===== src/rtl/cci_mpf_csr_event_counters_pkg.sv =====
// Shared constants and the fixed event-to-index map for the MPF CSR event counters.
package cci_mpf_csr_event_counters_pkg;

    localparam int unsigned CCI_MPF_CSR_N_EVENTS      = 13;
    localparam int unsigned CCI_MPF_CSR_EVT_CNT_WIDTH = 48;
    localparam int unsigned CCI_MPF_CSR_RSP_WIDTH     = 64;

    typedef enum logic [3:0] {
        EVT_VTP_4KB_HIT        = 4'd0,
        EVT_VTP_4KB_MISS       = 4'd1,
        EVT_VTP_2MB_HIT        = 4'd2,
        EVT_VTP_2MB_MISS       = 4'd3,
        EVT_PT_WALK_BUSY       = 4'd4,
        EVT_FAILED_TRANSLATION = 4'd5,
        EVT_VC_MAP_CHANGED     = 4'd6,
        EVT_WRO_RR             = 4'd7,
        EVT_WRO_RW             = 4'd8,
        EVT_WRO_WR             = 4'd9,
        EVT_WRO_WW             = 4'd10,
        EVT_PWRITE             = 4'd11,
        EVT_RESERVED           = 4'd12
    } t_cci_mpf_csr_event_idx;

endpackage


===== src/rtl/cci_mpf_csr_event_counters_if.sv =====
// Event pulses, counter read port and clear controls between the shims/CSR manager and the counters.
interface cci_mpf_csr_event_counters_if #(
    parameter int unsigned N_EVENTS  = 13,
    parameter int unsigned IDX_WIDTH = 4
);
    logic [N_EVENTS-1:0]  evt_in;
    logic                 rd_req;
    logic [IDX_WIDTH-1:0] rd_idx;
    logic                 rd_rsp_valid;
    logic [63:0]          rd_rsp_data;
    logic                 clr_req;
    logic [IDX_WIDTH-1:0] clr_idx;
    logic                 clr_all;

    modport master (
        output evt_in, rd_req, rd_idx, clr_req, clr_idx, clr_all,
        input  rd_rsp_valid, rd_rsp_data
    );

    modport slave (
        input  evt_in, rd_req, rd_idx, clr_req, clr_idx, clr_all,
        output rd_rsp_valid, rd_rsp_data
    );
endinterface


===== src/rtl/cci_mpf_prim_event_counter.sv =====
// Single free-running event counter with a sticky wrap flag; a clear keeps a coincident event.
module cci_mpf_prim_event_counter #(
    parameter int unsigned WIDTH = 48
) (
    input  logic             clk,
    input  logic             reset,
    input  logic             i_incr,
    input  logic             i_clr,
    output logic [WIDTH-1:0] o_cnt,
    output logic             o_ovf
);
    logic [WIDTH-1:0] r_cnt;
    logic             r_ovf;

    always_ff @(posedge clk) begin
        if (reset) begin
            r_cnt <= '0;
            r_ovf <= 1'b0;
        end else if (i_clr) begin
            r_cnt <= WIDTH'(i_incr);
            r_ovf <= 1'b0;
        end else if (i_incr) begin
            r_cnt <= r_cnt + WIDTH'(1);
            if (&r_cnt) begin
                r_ovf <= 1'b1;
            end
        end
    end

    assign o_cnt = r_cnt;
    assign o_ovf = r_ovf;
endmodule


===== src/rtl/cci_mpf_csr_event_counters.sv =====
// Registers per-shim event pulses, counts them per event and serves fixed-latency indexed reads.
module cci_mpf_csr_event_counters
    import cci_mpf_csr_event_counters_pkg::*;
#(
    parameter int unsigned N_EVENTS      = CCI_MPF_CSR_N_EVENTS,
    parameter int unsigned COUNTER_WIDTH = CCI_MPF_CSR_EVT_CNT_WIDTH,
    parameter int unsigned IDX_WIDTH     = $clog2(N_EVENTS)
) (
    input  logic                         clk,
    input  logic                         reset,
    cci_mpf_csr_event_counters_if.slave  ev
);
    logic [N_EVENTS-1:0]      r_evt_q;
    logic [N_EVENTS-1:0]      w_clr;
    logic [N_EVENTS-1:0]      w_ovf;
    logic [COUNTER_WIDTH-1:0] w_cnt [N_EVENTS];

    logic                             r_rd_rsp_valid;
    logic [CCI_MPF_CSR_RSP_WIDTH-1:0] r_rd_rsp_data;
    logic [CCI_MPF_CSR_RSP_WIDTH-1:0] w_rd_data;

    // Retiming stage for events arriving from distant shims.
    always_ff @(posedge clk) begin
        if (reset) begin
            r_evt_q <= '0;
        end else begin
            r_evt_q <= ev.evt_in;
        end
    end

    for (genvar gi = 0; gi < N_EVENTS; gi++) begin : g_cnt
        assign w_clr[gi] = ev.clr_all | (ev.clr_req & (ev.clr_idx == IDX_WIDTH'(gi)));

        cci_mpf_prim_event_counter #(
            .WIDTH (COUNTER_WIDTH)
        ) u_cnt (
            .clk    (clk),
            .reset  (reset),
            .i_incr (r_evt_q[gi]),
            .i_clr  (w_clr[gi]),
            .o_cnt  (w_cnt[gi]),
            .o_ovf  (w_ovf[gi])
        );
    end

    // Out-of-range indices read as zero.
    always_comb begin
        w_rd_data = '0;
        if (32'(ev.rd_idx) < N_EVENTS) begin
            w_rd_data[CCI_MPF_CSR_RSP_WIDTH-1] = w_ovf[ev.rd_idx];
            w_rd_data[COUNTER_WIDTH-1:0]       = w_cnt[ev.rd_idx];
        end
    end

    // Response captures pre-update counter state; data holds between responses.
    always_ff @(posedge clk) begin
        if (reset) begin
            r_rd_rsp_valid <= 1'b0;
            r_rd_rsp_data  <= '0;
        end else begin
            r_rd_rsp_valid <= ev.rd_req;
            if (ev.rd_req) begin
                r_rd_rsp_data <= w_rd_data;
            end
        end
    end

    assign ev.rd_rsp_valid = r_rd_rsp_valid;
    assign ev.rd_rsp_data  = r_rd_rsp_data;
endmodule


===== src/flat_wrapper.sv =====
// flat-port wrapper written by rule: the top's interface ports become plain ports
module cci_mpf_csr_event_counters_flat import cci_mpf_csr_event_counters_pkg::*;
#(
    parameter int unsigned N_EVENTS      = CCI_MPF_CSR_N_EVENTS,
    parameter int unsigned COUNTER_WIDTH = CCI_MPF_CSR_EVT_CNT_WIDTH,
    parameter int unsigned IDX_WIDTH     = $clog2(N_EVENTS)
)
  (clk, reset, ev_evt_in, ev_rd_req, ev_rd_idx, ev_clr_req, ev_clr_idx, ev_clr_all, ev_rd_rsp_valid, ev_rd_rsp_data);
  cci_mpf_csr_event_counters_if #(.N_EVENTS(N_EVENTS), .IDX_WIDTH(IDX_WIDTH)) ev_i ();
  input  logic clk;
  input  logic reset;
  input wire logic [$bits(ev_i.evt_in)-1:0] ev_evt_in;
  input wire logic [$bits(ev_i.rd_req)-1:0] ev_rd_req;
  input wire logic [$bits(ev_i.rd_idx)-1:0] ev_rd_idx;
  input wire logic [$bits(ev_i.clr_req)-1:0] ev_clr_req;
  input wire logic [$bits(ev_i.clr_idx)-1:0] ev_clr_idx;
  input wire logic [$bits(ev_i.clr_all)-1:0] ev_clr_all;
  output wire logic [$bits(ev_i.rd_rsp_valid)-1:0] ev_rd_rsp_valid;
  output wire logic [$bits(ev_i.rd_rsp_data)-1:0] ev_rd_rsp_data;
  assign ev_i.evt_in = ev_evt_in;
  assign ev_i.rd_req = ev_rd_req;
  assign ev_i.rd_idx = ev_rd_idx;
  assign ev_i.clr_req = ev_clr_req;
  assign ev_i.clr_idx = ev_clr_idx;
  assign ev_i.clr_all = ev_clr_all;
  assign ev_rd_rsp_valid = ev_i.rd_rsp_valid;
  assign ev_rd_rsp_data = ev_i.rd_rsp_data;
  cci_mpf_csr_event_counters #(.N_EVENTS(N_EVENTS), .COUNTER_WIDTH(COUNTER_WIDTH), .IDX_WIDTH(IDX_WIDTH)) u_core (.clk(clk), .reset(reset), .ev(ev_i));
endmodule

===== config.mk =====
export PLATFORM = sky130hd
export DESIGN_NAME = cci_mpf_csr_event_counters_flat
export DESIGN_NICKNAME = d
export VERILOG_FILES = /design/src/rtl/cci_mpf_csr_event_counters_pkg.sv /design/src/rtl/cci_mpf_csr_event_counters_if.sv /design/src/rtl/cci_mpf_prim_event_counter.sv /design/src/rtl/cci_mpf_csr_event_counters.sv /design/src/flat_wrapper.sv
export SDC_FILE = /design/constraint.sdc
export NUM_CORES = 2
export LEC_CHECK = 0
export BUFFER_PORTS_ARGS = -buffer_cell sky130_fd_sc_hd__buf_2
export CORE_ASPECT_RATIO = 0.7
export CORE_MARGIN = 3
export CORE_UTILIZATION = 60
export DETAILED_ROUTE_END_ITERATION = 10
export HOLD_SLACK_MARGIN = 0.06
export PLACE_DENSITY_LB_ADDON = 0.15
export SLEW_MARGIN = 0
export SYNTH_ARGS = -nofsm -noshare
export SYNTH_HDL_FRONTEND = slang
export SYNTH_SLANG_ARGS = --single-unit

===== constraint.sdc =====
create_clock -name clk -period 3.2 [get_ports clk]
set_clock_uncertainty 0.05 [all_clocks]
set_input_delay 0 -clock clk [delete_from_list [all_inputs] [get_ports clk]]
set_output_delay 0 -clock clk [all_outputs]
set_load 0.02 [all_outputs]

==> results.yml <==
detailed_routing:
  vias: 32100
  ant_nets: 0
  wl_per_cell_um: 21.8
  drc_errors: 0
  drt-total-wl_um: 109000
  vias_per_cell: 6.43
  drt_first_pass_iters: 5
  drt_iter0_drc: 4131
placement:
  port_buffers: 75
  place_inst: 4845
  dpl.hpwl_um: 80600
  gp_congestion: 0.941
power_and_ir_drop:
  power.density_nw_per_um2: 453
  peakVddDrop_mv: 0.404
  power_mw: 18.2
  p_leak_nw: 12.9
die:
  die_w_um: 299
  rows: 74
  die_h_um: 211
  ioPinCount: 91
  coreArea_um2: 58900
  initial_utilization_pct: 61.2
  dieArea_um2: 63100
cts:
  numClockSinks: 700
  htree_levels: 3
  cts_tree: "yes"
  root_buffer: "clkbuf_16"
  clockBufferDepth: 3
  clkSlewWorstSetupHoldPaths_ps: 60
  cts_buffers: 70
  clock_latency_ps: 610
  postCtsResizedCells: 0
final_layout:
  stdcell_count: 4989
  areaGrowthSynthToFinish_pct: 11.4
  layout_commonest_cell: "dfxtp_1"
  mostFrequentLayoutCells: "dfxtp_1, nor2_1, nand2_1"
  drive_above_1_share_pct: 11.7
  nNetsFinal: 4182
timing:
  setup_viol: 0
  grt_setup_unrepaired: "false"
  max_freq_mhz: 359
  finalMaxSlewViolations: 0
  fin_crit_ps: 2790
  worstMarginPinSlew_ps: 1140
  slew_headroom_pct: 24.1
  setup_tns_ps: 0
  hold_viol: 0
  fin_crit_sh_pct: 87.1
worst_setup_path:
  critPathSlowestCell: "nor4_2"
  worstSetupEndpointType: "flip-flop"
  worst-path-buf-inv: 0
  cp_cell_sequence: "nand4_1, nor4_2, nand4_1, or4_1, a21oi_1"
  start_kind: "flip-flop"
  cp_data_arrival_time_ps: 3270
  crit_path_max_incr_delay_ps: 660
  crit_family: "simple AND/OR/NAND/NOR gates"
  path_max_fanout: 10
  path_class: "reg -> reg"
  crit_required_ps: 3680
  cp_common_cell: "nand4_1"
grt:
  grt_use_total_pct: 33.8
  grt_pass1_vias: 28700
  grt_start_max_net_pins: 65
  grt_pass1_wl_um: 168000
  antenna_found_initial: 3
  overflow: 0
synthesis:
  synth_area_leader_cell: "dfxtp_1"
  synth_area_leaders: "dfxtp_1, mux4_2, xor2_1, nor2_1, nand4_1"
  syn_inst: 4076
  synth-main-ff-cell: "dfxtp_1"
  avgSynthCellArea_um2: 8.84
  yosysTopAreaCellShare_pct: 38.9
  synth_cell_type_count: 56
  ys_seq_area_share_pct: 38.9
  synth_edf_count: 0
  ys_async_sr_fraction_pct: 0
  yosysWarningCount: 0
  synth_seq_cells: 700
  netlist_area_um2: 36000
worst_hold_path:
  hold_path.class: "in -> reg"
run:
  cap_violations: 0
status:
  status: "finished, final reports clean"
==> cell type report <==
class / count / area (µm²)
Sequential cell: 700 / 14000
Antenna cell: 1 / 2.50
Inverter: 84 / 315
Clock buffer: 105 / 2120
Tap cell: 798 / 998
Multi-Input combinational cell: 3069 / 20900
Fill cell: 4831 / 18700
Timing Repair Buffer: 218 / 1590
Clock inverter: 14 / 225
==> metrics by stage <==
step / setup WS [ps] / hold slack (ps) / instance area [µm²] / util [%]
4_1_cts: 549 / 62.3 / 40100 / 68.2
3_3_place_gp: 638 / 162 / 37600 / 63.8
6_report: 413 / 90.4 / 40100 / 68.2
3_5_place_dp: 582 / 165 / 37600 / 63.8
2_1_floorplan: 930 / 29.1 / 36100 / -
5_1_grt: 361 / 102 / 40100 / 68.2
==> routing by layer <==
metal | GRT usage [%] | up-vias | routed length, µm
met2 | 46.3 | 1674 | 43400
met5 | 0 | - | 0
met1 | 52.6 | 15300 | 49300
met3 | 8.28 | 177 | 13100
li1 | - | 14900 | -
met4 | 9.04 | 0 | 2750
==> final timing paths <==
kind	from	depth (start not counted)	slack, ps	to
worst min register to register	u_core.g_cnt[9].u_cnt.o_ovf	2	400	u_core.g_cnt[9].u_cnt.o_ovf
worst max-delay path	u_core.g_cnt[9].u_cnt.o_cnt[21]	5	410	u_core.g_cnt[9].u_cnt.o_ovf
worst min-delay path	ev_rd_idx[2]	3	90	u_core.ev.rd_rsp_data[22]
worst max register to register	u_core.g_cnt[9].u_cnt.o_cnt[21]	5	410	u_core.g_cnt[9].u_cnt.o_ovf
==> Yosys cell counts, drive strengths merged, types with 21 or more instances <==
master / count
a211o: 49
a21oi: 190
a32o: 49
and2: 21
and3: 74
and4: 63
buf: 73
clkbuf: 164
dfxtp: 700
inv: 84
mux4: 147
nand2: 279
nand2b: 62
nand3: 246
nand4: 237
nor2: 507
nor2b: 73
nor3: 80
nor4: 95
o21ai: 130
o31ai: 41
or3: 136
or4: 52
xnor2: 167
xor2: 260
==> cell families after synthesis <==
group | synth area share (%)
multiplexers | 9.56
AO/OA/AOI/OAI | 8.56
buffers and inverters | 3.55
other | 0.0104
adder cells (fa/ha/maj) | 0.451
AND/OR/NAND/NOR | 28.6
XOR/XNOR | 10.4
flip-flops | 38.9
==> repair_timing <==
action,in CTS,in global routing
endpoints found under the hold margin,67,0
hold buffers,24,0
setup buffers,0,0
==> power by group <==
part	internal [mW]	total, mW	switching [mW]
Sequential	8.76	8.82	0.0672
Clock	5.04	8.60	3.55
Combinational	0.258	0.768	0.510
Total	14.1	18.2	4.13
==> flip-flops by register name (all words and copies together), names as in the netlist <==
signal	flops
u_core.ev.rd_rsp_valid	1
u_core.ev.rd_rsp_data	49
u_core.g_cnt.u_cnt.o_ovf	13
u_core.r_evt_q	13
u_core.g_cnt.u_cnt.o_cnt	624
==> worst reg2reg max path, stage by stage, from the launching register on <==
cell and delay [ps]:
dfxtp_1 440, nand4_1 390, nor4_2 660, nand4_1 450
or4_1 590, a21oi_1 140
Note: power is estimated with default switching activity, not from simulation.
